File: src/rtl/ram_loader_pkg.sv
// Shared definitions for the front-panel RAM loader: bus width defaults and
// the loader FSM state encoding.
package ram_loader_pkg;

  localparam int DEF_AW = 8;
  localparam int DEF_DW = 8;

  typedef enum logic [2:0] {
    ST_RUN       = 3'd0,
    ST_LOAD_IDLE = 3'd1,
    ST_WRITE     = 3'd2,
    ST_ADVANCE   = 3'd3,
    ST_DRAIN     = 3'd4
  } loader_state_t;

endpackage

File: src/rtl/ram_loader_if.sv
// RAM bus as seen by the loader: CPU-side request inputs and RAM-side outputs.
// The master modport is the loader; the slave modport is the CPU/RAM side.
interface ram_loader_if
  import ram_loader_pkg::*;
#(
  parameter int AW = DEF_AW,
  parameter int DW = DEF_DW
) ();

  logic [AW-1:0] CPU_MADDR;
  logic [DW-1:0] CPU_DATA;
  logic          CPU_RD;
  logic          CPU_WR;

  logic [AW-1:0] MADDR;
  logic [DW-1:0] DATA_O;
  logic          RD;
  logic          WR;

  modport master (
    input  CPU_MADDR, CPU_DATA, CPU_RD, CPU_WR,
    output MADDR, DATA_O, RD, WR
  );

  modport slave (
    output CPU_MADDR, CPU_DATA, CPU_RD, CPU_WR,
    input  MADDR, DATA_O, RD, WR
  );

endinterface

File: src/rtl/ram_loader_sync_edge_detect.sv
// Two-flop synchroniser for an asynchronous push button followed by a
// rising-edge detector producing a one-cycle pulse.
module sync_edge_detect (
  input  logic clk,
  input  logic rst,
  input  logic i_async,
  output logic o_pulse
);

  logic r_sync1;
  logic r_sync2;
  logic r_prev;

  always_ff @(posedge clk) begin
    if (rst) begin
      r_sync1 <= 1'b0;
      r_sync2 <= 1'b0;
      r_prev  <= 1'b0;
    end else begin
      r_sync1 <= i_async;
      r_sync2 <= r_sync1;
      r_prev  <= r_sync2;
    end
  end

  // Pulse is live in the cycle right after the second sync flop rises.
  assign o_pulse = r_sync2 & ~r_prev;

endmodule

File: src/rtl/ram_loader.sv
// Front-panel program loader: in load mode holds the CPU off and writes
// switch bytes to consecutive RAM addresses; in run mode passes the CPU bus.
module ram_loader
  import ram_loader_pkg::*;
#(
  parameter int AW         = DEF_AW,
  parameter int DW         = DEF_DW,
  parameter int START_ADDR = 0,
  parameter int LAST_ADDR  = 2**AW - 1
) (
  input  logic          CLK,
  input  logic          RST,
  input  logic          LOAD_MODE,
  input  logic          STROBE,
  input  logic [DW-1:0] DIN,
  ram_loader_if.master  bus,
  output logic          CPU_HOLD,
  output logic [AW-1:0] LOAD_PTR,
  output logic [AW:0]   COUNT,
  output logic          FULL
);

  localparam logic [AW-1:0] START_PTR = START_ADDR[AW-1:0];
  localparam logic [AW-1:0] LAST_PTR  = LAST_ADDR[AW-1:0];

  loader_state_t r_state;
  loader_state_t w_next;
  logic          w_pulse;
  logic [AW-1:0] r_ptr;
  logic [AW:0]   r_count;
  logic          r_full;
  logic [DW-1:0] r_data;

  sync_edge_detect u_strobe (
    .clk     (CLK),
    .rst     (RST),
    .i_async (STROBE),
    .o_pulse (w_pulse)
  );

  always_ff @(posedge CLK) begin
    if (RST) begin
      r_state <= ST_RUN;
    end else begin
      r_state <= w_next;
    end
  end

  // A mode fall in LOAD_IDLE takes priority over a simultaneous strobe.
  always_comb begin
    w_next = r_state;
    case (r_state)
      ST_RUN:       if (LOAD_MODE) w_next = ST_LOAD_IDLE;
      ST_LOAD_IDLE: begin
        if (!LOAD_MODE) begin
          w_next = ST_DRAIN;
        end else if (w_pulse && !r_full) begin
          w_next = ST_WRITE;
        end
      end
      ST_WRITE:     w_next = ST_ADVANCE;
      ST_ADVANCE:   w_next = LOAD_MODE ? ST_LOAD_IDLE : ST_DRAIN;
      ST_DRAIN:     w_next = ST_RUN;
      default:      w_next = ST_RUN;
    endcase
  end

  always_ff @(posedge CLK) begin
    if (RST) begin
      r_ptr   <= START_PTR;
      r_count <= '0;
      r_full  <= 1'b0;
      r_data  <= '0;
    end else begin
      case (r_state)
        ST_RUN: begin
          if (LOAD_MODE) begin
            r_ptr   <= START_PTR;
            r_count <= '0;
            r_full  <= 1'b0;
          end
        end
        ST_LOAD_IDLE: begin
          if (LOAD_MODE && w_pulse && !r_full) begin
            r_data <= DIN;
          end
        end
        ST_ADVANCE: begin
          r_count <= r_count + 1'b1;
          // The pointer parks on the last address instead of wrapping.
          if (r_ptr == LAST_PTR) begin
            r_full <= 1'b1;
          end else begin
            r_ptr <= r_ptr + 1'b1;
          end
        end
        default: ;
      endcase
    end
  end

  always_comb begin
    bus.MADDR  = bus.CPU_MADDR;
    bus.DATA_O = bus.CPU_DATA;
    bus.RD     = bus.CPU_RD;
    bus.WR     = bus.CPU_WR;
    CPU_HOLD   = 1'b0;
    if (r_state != ST_RUN) begin
      bus.MADDR  = r_ptr;
      bus.DATA_O = r_data;
      bus.RD     = 1'b0;
      bus.WR     = (r_state == ST_WRITE);
      CPU_HOLD   = 1'b1;
    end
  end

  assign LOAD_PTR = r_ptr;
  assign COUNT    = r_count;
  assign FULL     = r_full;

endmodule

File: src/flat_wrapper.sv
// flat-port wrapper written by rule: the top's interface ports become plain ports
module ram_loader_flat import ram_loader_pkg::*;
#(
  parameter int AW         = DEF_AW,
  parameter int DW         = DEF_DW,
  parameter int START_ADDR = 0,
  parameter int LAST_ADDR  = 2**AW - 1
)
  (CLK, RST, LOAD_MODE, STROBE, DIN, CPU_HOLD, LOAD_PTR, COUNT, FULL, bus_CPU_MADDR, bus_CPU_DATA, bus_CPU_RD, bus_CPU_WR, bus_MADDR, bus_DATA_O, bus_RD, bus_WR);
  ram_loader_if #(.AW(AW), .DW(DW)) bus_i ();
  input  logic CLK;
  input  logic RST;
  input  logic LOAD_MODE;
  input  logic STROBE;
  input  logic [DW-1:0] DIN;
  output logic CPU_HOLD;
  output logic [AW-1:0] LOAD_PTR;
  output logic [AW:0] COUNT;
  output logic FULL;
  input wire logic [$bits(bus_i.CPU_MADDR)-1:0] bus_CPU_MADDR;
  input wire logic [$bits(bus_i.CPU_DATA)-1:0] bus_CPU_DATA;
  input wire logic [$bits(bus_i.CPU_RD)-1:0] bus_CPU_RD;
  input wire logic [$bits(bus_i.CPU_WR)-1:0] bus_CPU_WR;
  output wire logic [$bits(bus_i.MADDR)-1:0] bus_MADDR;
  output wire logic [$bits(bus_i.DATA_O)-1:0] bus_DATA_O;
  output wire logic [$bits(bus_i.RD)-1:0] bus_RD;
  output wire logic [$bits(bus_i.WR)-1:0] bus_WR;
  assign bus_i.CPU_MADDR = bus_CPU_MADDR;
  assign bus_i.CPU_DATA = bus_CPU_DATA;
  assign bus_i.CPU_RD = bus_CPU_RD;
  assign bus_i.CPU_WR = bus_CPU_WR;
  assign bus_MADDR = bus_i.MADDR;
  assign bus_DATA_O = bus_i.DATA_O;
  assign bus_RD = bus_i.RD;
  assign bus_WR = bus_i.WR;
  ram_loader #(.AW(AW), .DW(DW), .START_ADDR(START_ADDR), .LAST_ADDR(LAST_ADDR)) u_core (.CLK(CLK), .RST(RST), .LOAD_MODE(LOAD_MODE), .STROBE(STROBE), .DIN(DIN), .bus(bus_i), .CPU_HOLD(CPU_HOLD), .LOAD_PTR(LOAD_PTR), .COUNT(COUNT), .FULL(FULL));
endmodule
File: config.mk
export PLATFORM = sky130hd
export DESIGN_NAME = ram_loader_flat
export DESIGN_NICKNAME = d
export VERILOG_FILES = /design/src/rtl/ram_loader_pkg.sv /design/src/rtl/ram_loader_if.sv /design/src/rtl/ram_loader_sync_edge_detect.sv /design/src/rtl/ram_loader.sv /design/src/flat_wrapper.sv
export SDC_FILE = /design/constraint.sdc
export NUM_CORES = 1
export LEC_CHECK = 0
export CAP_MARGIN = 10
export CORE_ASPECT_RATIO = 0.5
export CORE_UTILIZATION = 38
export DETAILED_ROUTE_END_ITERATION = 8
export HOLD_SLACK_MARGIN = 0.08
export MAX_ROUTING_LAYER = met4
export PLACE_DENSITY = 0.75
export SLEW_MARGIN = 5
export SYNTH_ARGS = -nofsm -noshare
export SYNTH_HDL_FRONTEND = slang
export SYNTH_SLANG_ARGS = --single-unit
export TNS_END_PERCENT = 10
File: constraint.sdc
create_clock -name CLK -period 1.7 [get_ports CLK]
set_clock_uncertainty 0.1 [all_clocks]
set_input_delay 0.51 -clock CLK [delete_from_list [all_inputs] [get_ports CLK]]
set_output_delay 0.51 -clock CLK [all_outputs]
set_load 0.005 [all_outputs]
Word level (Yosys, flattened, before mapping)

Cells that the tools add are included.

Add/subtract/negate cells: 2
Equal/unequal tests: 8
Mux-type cells: 18
Bitwise logic cells: 2
Reductions and logical operators: 12

Operator list:

| operator                                                               | count |
|---|---|
| 8-bit two-way mux                                                      | 4 |
| 9-bit case mux with 2 select lines                                     | 1 |
| 8-bit case mux with 2 select lines                                     | 1 |
| 3-bit two-way mux                                                      | 4 |
| 3-bit case mux with 4 select lines                                     | 1 |
| 9-bit by 1-bit adder with 9-bit output (second input constant)         | 1 |
| 9-bit two-way mux                                                      | 1 |
| 8-bit by 1-bit adder with 8-bit output (second input constant)         | 1 |
| 8-bit equality test (second input constant)                            | 1 |
| 3-bit by 2-bit equality test with 1-bit output (second input constant) | 2 |
| 2-bit AND reduction                                                    | 3 |
| 3-bit AND reduction                                                    | 2 |
| 1-bit two-way mux                                                      | 5 |
| 2-bit != test (second input constant)                                  | 2 |
| 3-bit by 1-bit equality test with 1-bit output (second input constant) | 1 |
| 1-bit logical AND                                                      | 3 |
| 3-bit logical NOT                                                      | 1 |
| 3-bit by 2-bit != test with 1-bit output (second input constant)       | 1 |
| 3-bit nonzero test                                                     | 1 |
| 2-bit by 1-bit != test with 1-bit output (second input constant)       | 1 |
| 1-bit case mux with 2 select lines                                     | 1 |
| 2-bit nonzero test                                                     | 1 |
| 1-bit AND                                                              | 1 |
| 1-bit logical NOT                                                      | 1 |
| 1-bit NOT                                                              | 1 |

Register bits after elaboration: 32
Bits of input ports: 30
Output and inout port bits: 37
Logic and storage cells: 50

Depth between registers and ports, before layout

Gate-level depths: netlist of the first run.

Depth in word-level cells: 6
Mapped depth: 6
Mapped depth without buffers: 5

Cells and area by module

A second synthesis of the first run with hierarchy kept.

Cells, all modules: 175
Area total of the unflattened synthesis: 1600.3 um^2

By module, submodules not included:

| module           | times used | cells an instance | area an instance (um^2) | sequential area each (um^2) |
|---|---|---|---|---|
| ram_loader       | 1          | 168               | 1512.7                  | 580.6 |
| sync_edge_detect | 1          | 7                 | 87.6                    | 60.1 |

Least setup slack after synthesis of the first run

Ideal clock, no wire load.

Path type: reg-to-output
Start: register u_core.r_state[0]
End: output bus_DATA_O[0]
Data arrival time: 1313 ps
Data required time: 1090 ps
Setup slack: -223 ps
Cell stages (with the launch flop): 5
Buffers on the path: 2
Path through: dfxtp_1 buf_6 nor3_1 clkbuf_1 mux2_2

Word-level cells in the longest chain between the ends: 2

Ends and longest elaborated chain:

| element                  | line               | source |
|---|---|---|
| start: declaration       | ram_loader.sv:26   | `loader_state_t r_state;` |
| start signal: assignment | ram_loader.sv:45   | `r_state <= w_next;` |
| 3-bit nonzero test       | ram_loader.sv:108  | `if (r_state != ST_RUN) begin` |
| 8-bit two-way mux        | ram_loader.sv:108  |  |
| end: declaration         | flat_wrapper.sv:25 | `output wire logic [$bits(bus_i.DATA_O)-1:0] bus_DATA_O;` |

No other way between the ends.

Worst setup path in the final report of the first run

Start: register u_core.r_state[0]
End: output bus_MADDR[3]

Word-level cells in the longest chain between the ends: 2

Ends and longest elaborated chain:

| element            | line               | source |
|---|---|---|
| 3-bit nonzero test | ram_loader.sv:108  |  |
| 8-bit two-way mux  | ram_loader.sv:108  |  |
| end: declaration   | flat_wrapper.sv:24 | `output wire logic [$bits(bus_i.MADDR)-1:0] bus_MADDR;` |

No other way between the ends.

==> impl_metrics.env, run 1 <==
export IMPL_worstMarginPinSlew_ns=0.3342
export IMPL_period_needed_ns=2.154
export IMPL_synth_distinct_cells=48
export IMPL_finalNetCount=295
export IMPL_detail_route_wl_per_cell_um=15.67
export IMPL_drtIter0Drc=103
export IMPL_fin_util_pct=71.34
export IMPL_dp_hpwl_mm=3.097
export IMPL_clk_latency_ns=0.28
export IMPL_dieArea_um2=4576
export IMPL_multiInputGateArea_um2=1051
export IMPL_relSlewSlack_pct=77.64
export IMPL_clockRootBuffer="clkbuf_8"
export IMPL_slowest_stage="dfxtp_2"
export IMPL_max_freq_mhz=464.4
export IMPL_p_per_area_nw_per_um2=634.4
export IMPL_cp_max_fo=5
export IMPL_ys_warn_count=0
export IMPL_area_growth_syn_to_layout_pct=75.08
export IMPL_crit_path_end_kind="primary output"
export IMPL_timing_final_ws_setup_ns=-0.4535
export IMPL_cts_sinks=32
export IMPL_crit_cells=5
export IMPL_combinationalPowerShare_pct=22.8
export IMPL_postSynthAreaPerCell_um2=9.829
export IMPL_die_y_um=48.34
export IMPL_cp_cell_sequence="nor3_4 > buf_6 > buf_12 > mux2_4 > buf_6"
export IMPL_ys_async_sr_fraction_pct=0
export IMPL_routed_wl_mm=4.967
export IMPL_grt_pass1_vias=1664
export IMPL_finalNonFillerCells=317
export IMPL_worstHoldStart="u_core.u_strobe.r_sync1"
export IMPL_outcome="finished, violations left"
export IMPL_cts_buffer_depth=2
export IMPL_finalSetupViolations=29
export IMPL_first_pass_iters=4
export IMPL_power_switching_uw=426.3
export IMPL_ys_seq_elements=32
export IMPL_antenna_found_initial=0
export IMPL_die_w_um=94.67
export IMPL_p_leak_uw=0.001276
export IMPL_fin_crit_sh_pct=126.7
export IMPL_yosysSeqAreaShare_pct=39.26
export IMPL_reg2reg_to="u_core.LOAD_PTR[6]"
export IMPL_synth_edff_count=0
export IMPL_p_clk_share_pct=35.3
export IMPL_syn_area_um2=1632
export IMPL_reg2reg_depth=6
export IMPL_endpoint="bus_MADDR[3]"
export IMPL_setup_worst_path_start_class="flop"
export IMPL_crit_family="buffers and inverters"
export IMPL_num_rows=16
export IMPL_worstPathRequired_ns=1.09
export IMPL_violations="setup timing"
export IMPL_overflow=0
export IMPL_numCtsBuffers=5
export IMPL_port_buffers=66
export IMPL_num_vias=1673
export IMPL_holdBufCountCts=0
export IMPL_drc=0
export IMPL_clk_pin_slew_ns=0.07
export IMPL_antenna_cells=0
export IMPL_gp_congestion=0.7913
export IMPL_ctsHtreeMaxLevel=2
export IMPL_worst_path_buf_inv=3
export IMPL_regArea_um2=671.9
export IMPL_hold_class="flop to flop"
export IMPL_yosys_most_used_dff="dfxtp_1"
export IMPL_grt_usage_pct=23.82
export IMPL_setup_worst_path_class="flop to primary output"
export IMPL_grt_max_degree=14
export IMPL_reg2reg_slack_ns=-0.18
export IMPL_nFillCells=299
export IMPL_ir_drop_mv=0.2798
export IMPL_viasPerCell=5.278
export IMPL_grt_setup_unrepaired="yes"
export IMPL_max_stage_delay_ns=0.34
export IMPL_coreArea_um2=4004
export IMPL_start_util_pct=40.75
export IMPL_final_cell_mix="clkdlybuf4s50_1 (28), buf_4 (23), buf_6 (21), dlygate4sd2_1 (19)"
export IMPL_post_place_ws_ns=-0.5379
export IMPL_max_cap_violations=0
export IMPL_syn_nets=198
export IMPL_cts_tree="built"
export IMPL_dpl_cell_count=303
export IMPL_seq_power_share_pct=41.8
export IMPL_crit_top_cell="buf_6"
export IMPL_synth_cells=166
export IMPL_hold_viol_final=0
export IMPL_p_sw_share_pct=23.52
export IMPL_ant_nets=0
export IMPL_crit_start="u_core.r_state[0]"
export IMPL_p_int_uw=1386
export IMPL_grt_pass1_wl_mm=8.024
export IMPL_final_common_cell="clkdlybuf4s50_1"
export IMPL_slew_violations=0
export IMPL_cp_arrival_ns=1.54
export IMPL_drive_gt1_share_pct=44.11
export IMPL_ios=67
export IMPL_regToRegStartpoint="u_core.r_state[0]"
[cell usage after synthesis, drive strengths merged (2+ instances only)]
master  count  area (um2)
a22o        3       30.03
nor2b       3       18.77
mux2i       8       80.08
o21ai       6       30.03
nand2       7       33.78
and2        2       12.51
nand3b      2       18.77
ha          2       25.02
xnor2       2       17.52
nor4b       2       17.52
mux2       18       202.7
a311oi      2       17.52
buf         5       46.29
and3        2       12.51
inv         2       7.510
or3         2       12.51
nor2       19       71.32
dfxtp      32       640.6
clkbuf      4       15.01
a211oi      3       22.52
nand3       5       25.02
nor3        6       30.03
a21oi       8       40.04
[final cells by class]
class                   count  area share (%)
clock buffers               7           3.373
inverters                   2          0.2628
multi-input cells         123           36.79
flip-flops and latches     32           23.52
well taps                  54           2.365
repair buffers             99           33.68
[routing by layer]
layer / routed length, um / vias to the layer above / GRT usage, %
met1: 2291 / 788 / 30.77
met2: 2347 / 61 / 38.13
li1: - / 815 / -
met3: 261 / 9 / 3.774
met5: 0 / - / -
met4: 66 / 0 / 7.828
[worst min-delay path by stage]
stage                                    endpoint  cells after the start
after floorplan           u_core.u_strobe.r_sync2                      1
after global placement    u_core.u_strobe.r_sync2                      1
after detailed placement  u_core.u_strobe.r_sync2                      1
after CTS                 u_core.u_strobe.r_sync2                      1
after global routing      u_core.u_strobe.r_sync2                      1
final                     u_core.u_strobe.r_sync2                      1
[flip-flops by register name, indices dropped and copies added, names as in the netlist]
register and cells:
u_core.r_data 8, u_core.r_state 3, u_core.LOAD_PTR 8, u_core.u_strobe.r_sync1 1
u_core.FULL 1, u_core.COUNT 9, u_core.u_strobe.r_prev 1, u_core.u_strobe.r_sync2 1
[power groups by stage]
stage	logic, uW	registers [uW]	clock network [uW]
after floorplan	149	778	0
after global placement	320	779	0
after detailed placement	327	780	0
after CTS	445	757	648
after global routing	438	758	686
final	414	758	640
[metrics by stage]
| stage | setup TNS (ns) | hold slack, ns | instance area [um2] | power [uW] |
|---|---|---|---|---|
| 2_1_floorplan | -0.3789 | 0.3138 | 1685 | 927.4 |
| 3_3_place_gp | -17.63 | 0.3216 | 2544 | 1100 |
| 3_5_place_dp | -17.95 | 0.3267 | 2544 | 1107 |
| 4_1_cts | -8.618 | 0.3423 | 2894 | 1850 |
| 5_1_grt | -9.907 | 0.3634 | 2856 | 1882 |
| 6_report | -8.569 | 0.3378 | 2856 | 1812 |
[repair_timing]
| item | in CTS | in global routing |
|---|---|---|
| pin swaps | 4 | 7 |
| cloned | 3 | 0 |
| setup buffers | 5 | 2 |
| gates resized for setup | 152 | 7 |
| setup endpoints to repair | 58 | 40 |
[cells by family (layout without fill, tap and decap cells)]
group                      Yosys count  after routing  share of synthesized area (%)
adders and majority gates            2              2                          1.533
and+or+nand+nor                     59             59                          20.63
muxes                               26             26                          17.33
xor gates and xnor gates             2              2                          1.074
AOI/OAI and AO/OA                   34             34                          15.95
DFF                                 32             32                          39.26
buffers and inverters               11            108                          4.217
(Power assumes the default switching activity.)
==> run 2, diff against run 1 <==
--- a/config.mk
+++ b/config.mk
@@ -7,8 +7,10 @@
 export LEC_CHECK = 0
 export CAP_MARGIN = 10
 export CORE_ASPECT_RATIO = 0.5
+export CORE_MARGIN = 3
 export CORE_UTILIZATION = 38
 export DETAILED_ROUTE_END_ITERATION = 8
+export GPL_ROUTABILITY_DRIVEN = 0
 export HOLD_SLACK_MARGIN = 0.08
 export MAX_ROUTING_LAYER = met4
 export PLACE_DENSITY = 0.75
==> run 2 against run 1 <==
- the flow still finishes with violations (setup timing)
- global-route usage decreased by 4.4 points
- sequential cell count unchanged
- core utilization decreased by 0.12 points
- critical path depth unchanged
- sequential power about the same
- combinational power decreased by 8.9%
- register-to-register slack improved by 0.09 ns
- worst setup slack got worse by 0.0065 ns
- clock power increased by 11%
- sequential share of layout area increased by 0.085 points
- largest cell class unchanged
==> impl_metrics.env, run 2 (synthesis results as in run 1) <==
export IMPL_outcome="finished, violations left"
export IMPL_violations="setup timing"
export IMPL_holdBufCountCts=0
export IMPL_timing_final_ws_setup_ns=-0.4600
export IMPL_crit_cells=5
export IMPL_p_clk_share_pct=38.6
export IMPL_dieArea_um2=5164
export IMPL_endpoint="bus_MADDR[2]"
export IMPL_ios=67
export IMPL_power_switching_uw=414.1
export IMPL_finalNetCount=297
export IMPL_start_util_pct=40.75
export IMPL_drtIter0Drc=37
export IMPL_routed_wl_mm=4.620
export IMPL_ctsHtreeMaxLevel=2
export IMPL_fin_hold_ws_ns=0.3420
export IMPL_cp_max_fo=7
export IMPL_worstPathRequired_ns=1.09
export IMPL_viasPerCell=5.094
export IMPL_slew_violations=0
export IMPL_reg2reg_depth=5
export IMPL_drc=0
export IMPL_clk_latency_ns=0.28
export IMPL_crit_path_end_kind="primary output"
export IMPL_combinationalPowerShare_pct=20.4
export IMPL_die_y_um=52.34
export IMPL_antenna_found_initial=0
export IMPL_crit_top_cell="buf_6"
export IMPL_power_uw=1848
export IMPL_grt_pass1_wl_mm=7.886
export IMPL_ir_drop_mv=0.3985
export IMPL_die_w_um=98.67
export IMPL_grt_pass1_vias=1656
export IMPL_cts_tree="built"
export IMPL_fin_crit_sh_pct=127.1
export IMPL_overflow=0
export IMPL_max_cap_violations=0
export IMPL_ant_nets=0
export IMPL_numCtsBuffers=5
export IMPL_first_pass_iters=4
export IMPL_crit_family="buffers and inverters"
export IMPL_cts_buffer_depth=2
export IMPL_fin_util_pct=71.22
export IMPL_coreArea_um2=4004
export IMPL_port_buffers=66
export IMPL_clockRootBuffer="clkbuf_8"
export IMPL_setup_worst_path_class="flop to primary output"
export IMPL_reg2reg_slack_ns=-0.09
export IMPL_relSlewSlack_pct=80.58
export IMPL_area_growth_syn_to_layout_pct=74.77
export IMPL_cp_arrival_ns=1.55
export IMPL_dp_hpwl_mm=3.262
export IMPL_hold_viol_final=0
export IMPL_p_sw_share_pct=22.41
export IMPL_post_place_ws_ns=-0.5548
export IMPL_drive_gt1_share_pct=43.61
export IMPL_max_freq_mhz=463.0
export IMPL_grt_usage_pct=19.43
export IMPL_worst_path_buf_inv=3
export IMPL_detail_route_wl_per_cell_um=14.44
export IMPL_num_rows=16
export IMPL_seq_power_share_pct=41.0
export IMPL_regToRegStartpoint="u_core.r_state[1]"
export IMPL_worstMarginPinSlew_ns=0.2903
export IMPL_finalSetupViolations=22
export IMPL_cts_sinks=32
export IMPL_period_needed_ns=2.160
export IMPL_nFillCells=310
export IMPL_final_cell_mix="clkdlybuf4s50_1 (26), buf_4 (26), dlygate4sd2_1 (20), buf_6 (20), nor2_1 (18)"
export IMPL_max_stage_delay_ns=0.34
export IMPL_dpl_cell_area_um2=2601
export IMPL_crit_start="u_core.r_state[1]"
export IMPL_setup_worst_path_start_class="flop"
export IMPL_hold_class="flop to flop"
export IMPL_largest_register_ffs=9
export IMPL_grt_max_degree=22
export IMPL_p_int_uw=1434
export IMPL_p_leak_uw=0.001285
export IMPL_grt_setup_unrepaired="yes"
export IMPL_reg2reg_to="u_core.LOAD_PTR[6]"
export IMPL_slowest_stage="dfxtp_2"
export IMPL_p_per_area_nw_per_um2=647.9
export IMPL_stdcell_area_um2=2851
export IMPL_antenna_cells=0
export IMPL_cp_cell_sequence="nor3_4 > buf_6 > buf_12 > mux2_4 > buf_6"
export IMPL_num_vias=1630
export IMPL_clk_pin_slew_ns=0.07
[run 2: cell count changes in the layout (fill, tap and decap cells not counted), sizes merged]
cell | before | now
bufinv | 0 | 1
clkinv | 0 | 1
dlymetal6s2s | 0 | 1
clkdlybuf4s50 | 28 | 26
dlygate4sd2 | 19 | 20
buf | 50 | 49
clkbuf | 8 | 10
[run 2: worst min path at each step]
stage / start / to / slack, ns / cells past startpoint
3_5_place_dp: u_core.u_strobe.r_sync1 / u_core.u_strobe.r_sync2 / 0.33 / 1
6_report: u_core.u_strobe.r_sync1 / u_core.u_strobe.r_sync2 / 0.34 / 1
2_1_floorplan: u_core.u_strobe.r_sync1 / u_core.u_strobe.r_sync2 / 0.31 / 1
5_1_grt: u_core.u_strobe.r_sync1 / u_core.u_strobe.r_sync2 / 0.36 / 1
3_3_place_gp: u_core.u_strobe.r_sync1 / u_core.u_strobe.r_sync2 / 0.33 / 1
4_1_cts: u_core.u_strobe.r_sync1 / u_core.u_strobe.r_sync2 / 0.34 / 1
[run 2: timing repair]
action                     CTS  global route
setup endpoints to repair   58            37
resized for setup          139            14
cloned                       1             0
setup buffers                5             1
pin swaps                    3             8
[run 2: stage by stage]
step                      TNS, ns  instances
after floorplan           -0.3789        166
after global routing       -9.100        320
after CTS                  -8.953        322
final                      -7.402        320
after detailed placement   -17.71        309
after global placement     -16.91        309
[run 2: power groups by stage]
| stage | sequential (uW) | combinational (uW) | clock [uW] |
|---|---|---|---|
| floorplan | 778 | 149 | 0 |
| global placement | 779 | 329 | 0 |
| detailed placement | 780 | 334 | 0 |
| CTS | 757 | 398 | 720 |
| global route | 758 | 402 | 752 |
| finish | 758 | 377 | 713 |
[run 2: routing by layer]
layer / vias to the layer above / track usage [%] / part of all wire (%)
li1: 813 / - / -
met1: 775 / 25.80 / 47
met2: 39 / 31.21 / 47
met3: 3 / 3.453 / 4.7
met4: 0 / 4.762 / 0.45
met5: - / - / 0
[run 2: area by class of cell]
type / instances / area (um2) / share of cell area [%]
clock buffers: 6 / 72.57 / 2.545
multi-input cells: 123 / 1051 / 36.86
clock inverters: 2 / 35.03 / 1.229
well taps: 54 / 67.56 / 2.369
inverters: 2 / 7.507 / 0.2633
repair buffers: 101 / 944.7 / 33.13
flip-flops and latches: 32 / 673.1 / 23.61
==> run 3, diff against run 2 <==
--- a/config.mk
+++ b/config.mk
@@ -5,12 +5,11 @@
 export SDC_FILE = /design/constraint.sdc
 export NUM_CORES = 1
 export LEC_CHECK = 0
-export CAP_MARGIN = 10
 export CORE_ASPECT_RATIO = 0.5
 export CORE_MARGIN = 3
 export CORE_UTILIZATION = 38
 export DETAILED_ROUTE_END_ITERATION = 8
-export GPL_ROUTABILITY_DRIVEN = 0
+export GPL_ROUTABILITY_DRIVEN = 1
 export HOLD_SLACK_MARGIN = 0.08
 export MAX_ROUTING_LAYER = met4
 export PLACE_DENSITY = 0.75
==> results of run 3 <==
No change in the layout: final DEF, timing and power equal those of run 2.
